File: src/rtl/ecg_group_scheduler.sv
// Sequences the 12 ECG groups of one block into the encoder and sums their coded sizes.
// Define ECG_SCHED_BACKPRESSURE_EN to let out_ready stall issue; otherwise a block takes 16 cycles.
module ecg_group_scheduler #(
  parameter int MIN_BITS_W = 10
) (
  input  logic                  clk,
  input  logic                  rst,
  input  logic                  start,
  input  logic [2:0]            comp_skip_mask,
  input  logic [MIN_BITS_W-1:0] min_block_bits,
  input  logic                  out_ready,
  input  logic                  enc_valid,
  input  logic [5:0]            enc_size,
  output logic                  issue,
  output logic [1:0]            ecgidx,
  output logic [1:0]            component_idx,
  output logic                  component_skip,
  output logic                  underflow_prevention,
  output logic [7:0]            sizeof_stuffing_bits,
  output logic                  busy,
  output logic                  done,
  output logic [MIN_BITS_W-1:0] block_bits,
  output logic                  enc_err
);

  typedef enum logic [2:0] {IDLE, ISSUE, DRAIN, LAST, WAIT, DONE} state_t;

  state_t                  state, state_nxt;
  logic [1:0]              idx, comp;
  logic [2:0]              mask_r;
  logic [MIN_BITS_W-1:0]   min_r, bits;
  logic                    pend, err;
  logic                    rdy;
  logic [MIN_BITS_W:0]     sum;
  logic [MIN_BITS_W-1:0]   sum_sat, gap;

`ifdef ECG_SCHED_BACKPRESSURE_EN
  assign rdy = out_ready;
`else
  assign rdy = out_ready | 1'b1;
`endif

  always_comb begin
    state_nxt = state;
    issue     = 1'b0;
    done      = 1'b0;
    case (state)
      IDLE:  if (start) state_nxt = ISSUE;
      ISSUE: if (rdy) begin
        issue = 1'b1;
        if (comp == 2'd2 && idx == 2'd2) state_nxt = DRAIN;
      end
      DRAIN: state_nxt = LAST;
      LAST:  if (rdy) begin
        issue     = 1'b1;
        state_nxt = WAIT;
      end
      WAIT:  state_nxt = DONE;
      DONE: begin
        done      = 1'b1;
        state_nxt = IDLE;
      end
      default: state_nxt = IDLE;
    endcase
  end

  // Group 10's result has landed by LAST, so bits holds the first 11 groups here.
  assign gap                  = min_r - bits;
  assign underflow_prevention = (state == LAST) && rdy && (bits < min_r);
  assign sizeof_stuffing_bits = !underflow_prevention ? 8'd0 :
                                (gap > MIN_BITS_W'(255)) ? 8'hFF : gap[7:0];

  assign sum     = {1'b0, bits} + (MIN_BITS_W+1)'(enc_size);
  assign sum_sat = sum[MIN_BITS_W] ? '1 : sum[MIN_BITS_W-1:0];

  always_ff @(posedge clk) begin
    if (rst) begin
      state  <= IDLE;
      idx    <= '0;
      comp   <= '0;
      mask_r <= '0;
      min_r  <= '0;
      bits   <= '0;
      pend   <= 1'b0;
      err    <= 1'b0;
    end else begin
      state <= state_nxt;
      pend  <= issue;
      if (state == IDLE && start) begin
        idx    <= '0;
        comp   <= '0;
        mask_r <= comp_skip_mask;
        min_r  <= min_block_bits;
        bits   <= '0;
        err    <= 1'b0;
      end else begin
        if (pend) begin
          if (enc_valid) bits <= sum_sat;
          else           err  <= 1'b1;
        end
        if (issue) begin
          if (state == LAST) begin
            idx  <= '0;
            comp <= '0;
          end else if (idx == 2'd3) begin
            idx  <= '0;
            comp <= comp + 2'd1;
          end else begin
            idx <= idx + 2'd1;
          end
        end
      end
    end
  end

  assign ecgidx         = idx;
  assign component_idx  = comp;
  assign component_skip = issue & mask_r[comp];
  assign busy           = (state != IDLE);
  assign block_bits     = bits;
  assign enc_err        = err;

endmodule

File: config.mk
export PLATFORM = sky130hd
export DESIGN_NAME = ecg_group_scheduler
export DESIGN_NICKNAME = d
export VERILOG_FILES = /design/src/rtl/ecg_group_scheduler.sv
export SDC_FILE = /design/constraint.sdc
export NUM_CORES = 1
export LEC_CHECK = 0
export ABC_AREA = 1
export BUFFER_PORTS_ARGS = -buffer_cell sky130_fd_sc_hd__buf_2
export CORE_MARGIN = 5
export CORE_UTILIZATION = 31
export DETAILED_ROUTE_END_ITERATION = 8
export GPL_TIMING_DRIVEN = 0
export PLACE_DENSITY = 0.56
export SYNTH_ARGS = -nofsm -noshare
export SYNTH_HDL_FRONTEND = slang
export SYNTH_SLANG_ARGS = --single-unit
export TNS_END_PERCENT = 5
File: constraint.sdc
create_clock -name clk -period 2.6 [get_ports clk]
set_clock_uncertainty 0.05 [all_clocks]
set_input_delay 0.52 -clock clk [delete_from_list [all_inputs] [get_ports clk]]
set_output_delay 0.52 -clock clk [all_outputs]
set_load 0.03 [all_outputs]
### Word level (Yosys, flattened, before mapping)

Cells that the tools add are included.

| storage, ports and cells | value |
|---|---|
| logic and storage cells | 53 |
| output and inout port bits | 28 |
| flip-flop bits (word level) | 32 |

| operators by class | value |
|---|---|
| equal/unequal tests | 10 |
| bitwise operators | 2 |
| add/subtract/negate cells | 4 |
| reduce and logical (&&, ||, !) cells | 12 |
| multiplexer cells | 14 |
| magnitude comparators | 3 |

Operators by type and width:

| kind | number |
|---|---|
| $mux 8 | 2 |
| $pmux 3 s5 | 1 |
| $add 10x6->11 | 1 |
| $gt 10x8->1 const B | 1 |
| $lt 10x10->1 | 1 |
| $mux 10 | 1 |
| $sub 10x10->10 | 1 |
| $mux 2 | 4 |
| $reduce_and 2->1 | 4 |
| $eq 2x2->1 const B | 3 |
| $eq 3x2->1 const B | 2 |
| $eq 3x3->1 const B | 2 |
| $mux 3 | 2 |
| $add 2x1->2 const B | 2 |
| $ne 2x2->1 const B | 2 |
| $reduce_or 2->1 | 2 |
| $eq 3x1->1 const B | 1 |
| $logic_and 1x1->1 | 3 |
| $logic_not 3->1 | 1 |
| $lt 2x3->1 const B | 1 |
| $mux 1 | 3 |
| $reduce_bool 3->1 | 1 |
| $bmux 1 s2 | 1 |
| $reduce_bool 2->1 | 1 |
| 2 further kinds | 2 |

### Longest topological paths before layout

| logic depth | value |
|---|---|
| depth in word-level cells | 4 |
| depth in mapped cells | 14 |
| gate-level depth less buffers | 14 |

### Worst setup path after synthesis

OpenSTA, ideal clock, no wires.

| timing | value |
|---|---|
| path kind | register to output |
| from | register bits[0], in the netlist block_bits[0] |
| to | output sizeof_stuffing_bits[0] |
| slack | 0.056 ns |
| stages on the path, launching flop included | 14 |
| arrival | 1.974 ns |
| required time | 2.030 ns |
| cell sequence | dfxtp_1 ha_1 inv_1 fa_1 nand3_1 nand2_1 nand2_2 nand2_2 nand2_1 nand2_1 nand3_2 clkinv_4 nand2_1 inv_1 |

RTL lines:

| element | RTL line | source |
|---|---|---|
| from (decl) | 31 | `logic [MIN_BITS_W-1:0] min_r, bits;` |
| from (signal assigned) | 98 | `if (enc_valid) bits <= sum_sat;` |
| $lt 10x10->1 | 69 | `assign underflow_prevention = (state == LAST) && rdy && (bits < min_r);` |
| $logic_and 1x1->1 | 69 |  |
| named net underflow_prevention | 18 | `output logic underflow_prevention,` |
| $mux 8 | 70 | `assign sizeof_stuffing_bits = !underflow_prevention ? 8'd0 :` |
| to (decl) | 19 | `output logic [7:0] sizeof_stuffing_bits,` |

The timed path passes the listed nets, and every way through them passes these cells.

### Worst setup path after layout

| timing | value |
|---|---|
| from | register min_r[0] |
| to | output sizeof_stuffing_bits[7] |

| between the ends | value |
|---|---|
| cells in the longest elaborated chain, start to end | 4 |

RTL lines:

| element | RTL line | source |
|---|---|---|
| from (decl) | 31 |  |
| from (signal assigned) | 93 | `min_r <= min_block_bits;` |
| $sub 10x10->10 | 68 | `assign gap = min_r - bits;` |
| $gt 10x8->1 | 71 | `(gap > MIN_BITS_W'(255)) ? 8'hFF : gap[7:0];` |
| $mux 8 | 71 |  |
| $mux 8 * | 70 |  |

Mark *: on every way between the ends. The rest lies on a longest branch, timed or not.

==> impl_metrics.tcl <==
set metrics [dict create \
    synth.distinct_cells 32 \
    failing_checks "setup timing" \
    fp.dieH_um 95.36 \
    hp-class "input port to flop" \
    cts_tree "built" \
    unrepaired_setup_endpoints_after_global_routing "yes" \
    post_synthesis_average_cell_area_um2 6.742 \
    synth_async_sr_flop_share 0 \
    ys.flop_type "dfxtp_1" \
    antenna_violations_before_repair 0 \
    synthesis.instances 335 \
    initial_core_util 0.3147 \
    critical_path_class "flop to output port" \
    power.static_leakage_nw 1.496 \
    cts-buffers-inserted 5 \
    clock_latency_ns 0.28 \
    fmax_mhz 379.0 \
    cts_h_tree_lvls 2 \
    crit_path_max_incr_delay_ns 0.39 \
    clkTransAtPathRegs_ns 0.07 \
    critical_path_peak_fanout 5 \
    flow.area_growth_from_synthesis_pct 33.85 \
    worstSetupStartpoint "min_r[0]" \
    max-clock-path-buffers 2 \
    wl_per_cell_um 11.99 \
    worstPathCellList "inv_2 -> ha_4 -> inv_2 -> fa_2 -> nand3_2 -> nand2_2 -> nand2_2 -> nand2_2 -> nand2_2 -> nand2_2 -> nand3_4 -> clkinv_4 -> nand2_1 -> inv_1 -> buf_6" \
    drive_above_1_share 0.3342 \
    synth_edf_count 0 \
    r2r_start "block_bits[0]" \
    layout.core_utilization 0.4213 \
    fp.coreArea_mm2 0.007176 \
    worst_slew_pin_slew_ns 0.3679 \
    antenna_cells 0 \
    power.total_w 0.001676 \
    vdd_drop_max_mv 0.2993 \
    cts-root-buf "clkbuf_8" \
    finalWorstPathRequiredPeriod_ns 2.639 \
    wirelength_um 5997 \
    overall_die_area_mm2 0.009093 \
    hold_viol 0 \
    finalNonFillerCells 500 \
    dpl.hpwl_um 4563 \
    drt_iter0_drc 106 \
    regToRegEndpoint "block_bits[8]" \
    die_width_um 95.36 \
    fin_nets 445 \
    routed-via-count 2264 \
    grt_start_max_net_pins 11 \
    worstRegToRegCells 12 \
    maxCapViolations 0 \
    first_global_vias 2205 \
    overflow 0 \
    ys_seq_area_frac 0.2837 \
    syn_area_mm2 0.002258 \
    timing.final.crit_share 1.015 \
    port-buffer-count 50 \
    power_density_of_the_placed_cells_mw_per_mm2 554.5 \
    timing.max_slew.rel_slack 0.7547 \
    final_max_slew_viol_count 0 \
    route.detailed.drc 0 \
    wire_length_of_the_first_global_routing_pass_um 9991 \
    cp_num_cells 15 \
    path_delay_family "simple AND/OR/NAND/NOR gates" \
    r2r_setup_slack_ns 0.58 \
    track_usage 0.1393 \
    count_of_standard_cell_rows 31 \
    detailedPlace.worstSlack_ns 0.04831 \
    clkSinkCount 32 \
    cell_with_the_most_instances_on_the_worst_path "nand2_2" \
    timing.final.setup_violations 8 \
    finalWeightedCongestion 0.7843 \
    ys_seq_elements 32 \
    timing.critical_path.from_type "flop" \
    ios 52 \
    layout.cell_area.non_filler_mm2 0.003023 \
    worstSetupEndpoint "sizeof_stuffing_bits[7]" \
    first_pass_iters 4 \
    dpl_cell_area_mm2 0.002633 \
    ctsHoldBuffers 0 \
    critical_path_rt_ns 2.03 \
    critical_path_arrival_ns 2.07 \
    endpoint_kind "output port" \
    detail-route-antenna-nets 0 \
    post-route-worst-setup-slack_ns -0.03853 \
    final.fill_count 771 \
    synth.yosys.warnings 0 \
    outcome "finished, violations left" \
    slowest_stage "fa_2" \
    timing.critical_path.buf_inv 5 \
    placedCellCount 484 \
    synth_fp_nets 380 \
    vias_per_cell 4.528 \
]
-- flip-flops by register name, indices dropped and copies added, names as in the netlist --
register	count
block_bits	10
component_idx	2
ecgidx	2
enc_err	1
mask_r	3
min_r	10
pend	1
state	3
-- worst register-to-register path, stage by stage, from the launching register on --
cell and delay [ns]:
dfxtp_2 0.36, buf_4 0.12, ha_1 0.16, inv_1 0.06, fa_1 0.40, inv_1 0.07, nand3_1 0.06, nand2_1 0.10
nand2_1 0.07, nand2_2 0.11, nand2_2 0.09, nor4_1 0.20, nor2_1 0.06
-- stage by stage --
step	TNS (ns)	hold slack, ns
2_1_floorplan	0	0.3705
3_3_place_gp	0	0.3900
3_5_place_dp	0	0.3908
4_1_cts	-0.1098	0.3894
5_1_grt	-1.152	0.3990
6_report	-0.2075	0.3975
-- cell type report --
| type | count | area [um^2] | area share |
|---|---|---|---|
| plain buffers | 3 | 13.76 | 0.004553 |
| clock buffers | 7 | 86.33 | 0.02856 |
| clock inverters | 1 | 7.507 | 0.002483 |
| inverters | 68 | 265.3 | 0.08775 |
| multi-input cells | 232 | 1511 | 0.5000 |
| flip-flops and latches | 32 | 649.4 | 0.2148 |
| well taps | 99 | 123.9 | 0.04098 |
| repair buffers | 57 | 359.1 | 0.1188 |
| repair inverters | 1 | 6.256 | 0.002070 |
-- cells in the final DEF, fill, tap and decap left out, types with 2 or more instances in the layout --
| cell type | instances |
|---|---|
| inv_2 | 11 |
| dfxtp_1 | 25 |
| xnor2_1 | 7 |
| nand3_2 | 11 |
| nand2_2 | 15 |
| a21oi_1 | 33 |
| nand2_1 | 67 |
| nor3_1 | 2 |
| ha_1 | 11 |
| buf_6 | 9 |
| buf_4 | 7 |
| inv_1 | 54 |
| ha_4 | 7 |
| dfxtp_2 | 7 |
| buf_2 | 43 |
| nor2_1 | 17 |
| o21ai_0 | 16 |
| o21ai_1 | 7 |
| clkinv_4 | 2 |
| a21oi_2 | 3 |
| clkbuf_8 | 6 |
| nand3b_1 | 5 |
| nand3_1 | 13 |
| clkbuf_1 | 2 |
| nor2_2 | 4 |
-- routing by layer --
layer  wire [um]  GRT usage  vias up
met4          47    0.02885        0
li1            -          -     1205
met3         309    0.03710        7
met2        2765     0.2350       45
met5           0          0        -
met1        2875     0.1781     1007
-- synth_stat cells (all sizes together) (2+ instances only) --
master  count  area, um^2
nor3        3       20.02
clkinv      2       12.51
nand2      83       336.6
inv        66       247.7
nor2       21       88.83
buf         2       10.01
o21ai      23       115.1
ha         19       237.7
nand3      25       145.1
xnor2       7       61.31
a21oi      37       200.2
nand3b      5       37.54
dfxtp      32       640.6
fa          2       40.04
-- cell families (layout without fill, tap and decap cells) --
| kind of cell | after synthesis | count (layout) | synth area share |
|---|---|---|---|
| AO/OA/AOI/OAI | 65 | 65 | 0.1585 |
| XOR/XNOR | 7 | 7 | 0.02715 |
| adder cells (fa/ha/maj) | 21 | 21 | 0.1230 |
| buffers and inverters | 71 | 137 | 0.1213 |
| flip-flops | 32 | 32 | 0.2837 |
| AND/OR/NAND/NOR | 139 | 139 | 0.2864 |
-- power by group --
group / switching, W / internal [W]
Clock: 0.000192 / 0.000215
Sequential: 0.0000333 / 0.000529
Combinational: 0.000433 / 0.000274
Total: 0.000658 / 0.00102
-- how the worst min path moves through the flow --
| stage | start | endpoint | slack (ns) | depth (start not counted) |
|---|---|---|---|---|
| floorplan | mask_r[0] | mask_r[0] | 0.37 | 2 |
| global placement | min_r[7] | min_r[7] | 0.39 | 2 |
| detailed placement | min_r[7] | min_r[7] | 0.39 | 2 |
| CTS | rst | state[1] | 0.39 | 2 |
| global route | rst | state[1] | 0.40 | 2 |
| finish | rst | state[1] | 0.40 | 2 |
-- timing repair --
item	CTS	global route
pin swaps	8	4
setup buffers	5	2
cloned	1	0
resized for setup	47	19
setup endpoints to repair	9	9
(Power assumes the default switching activity.)
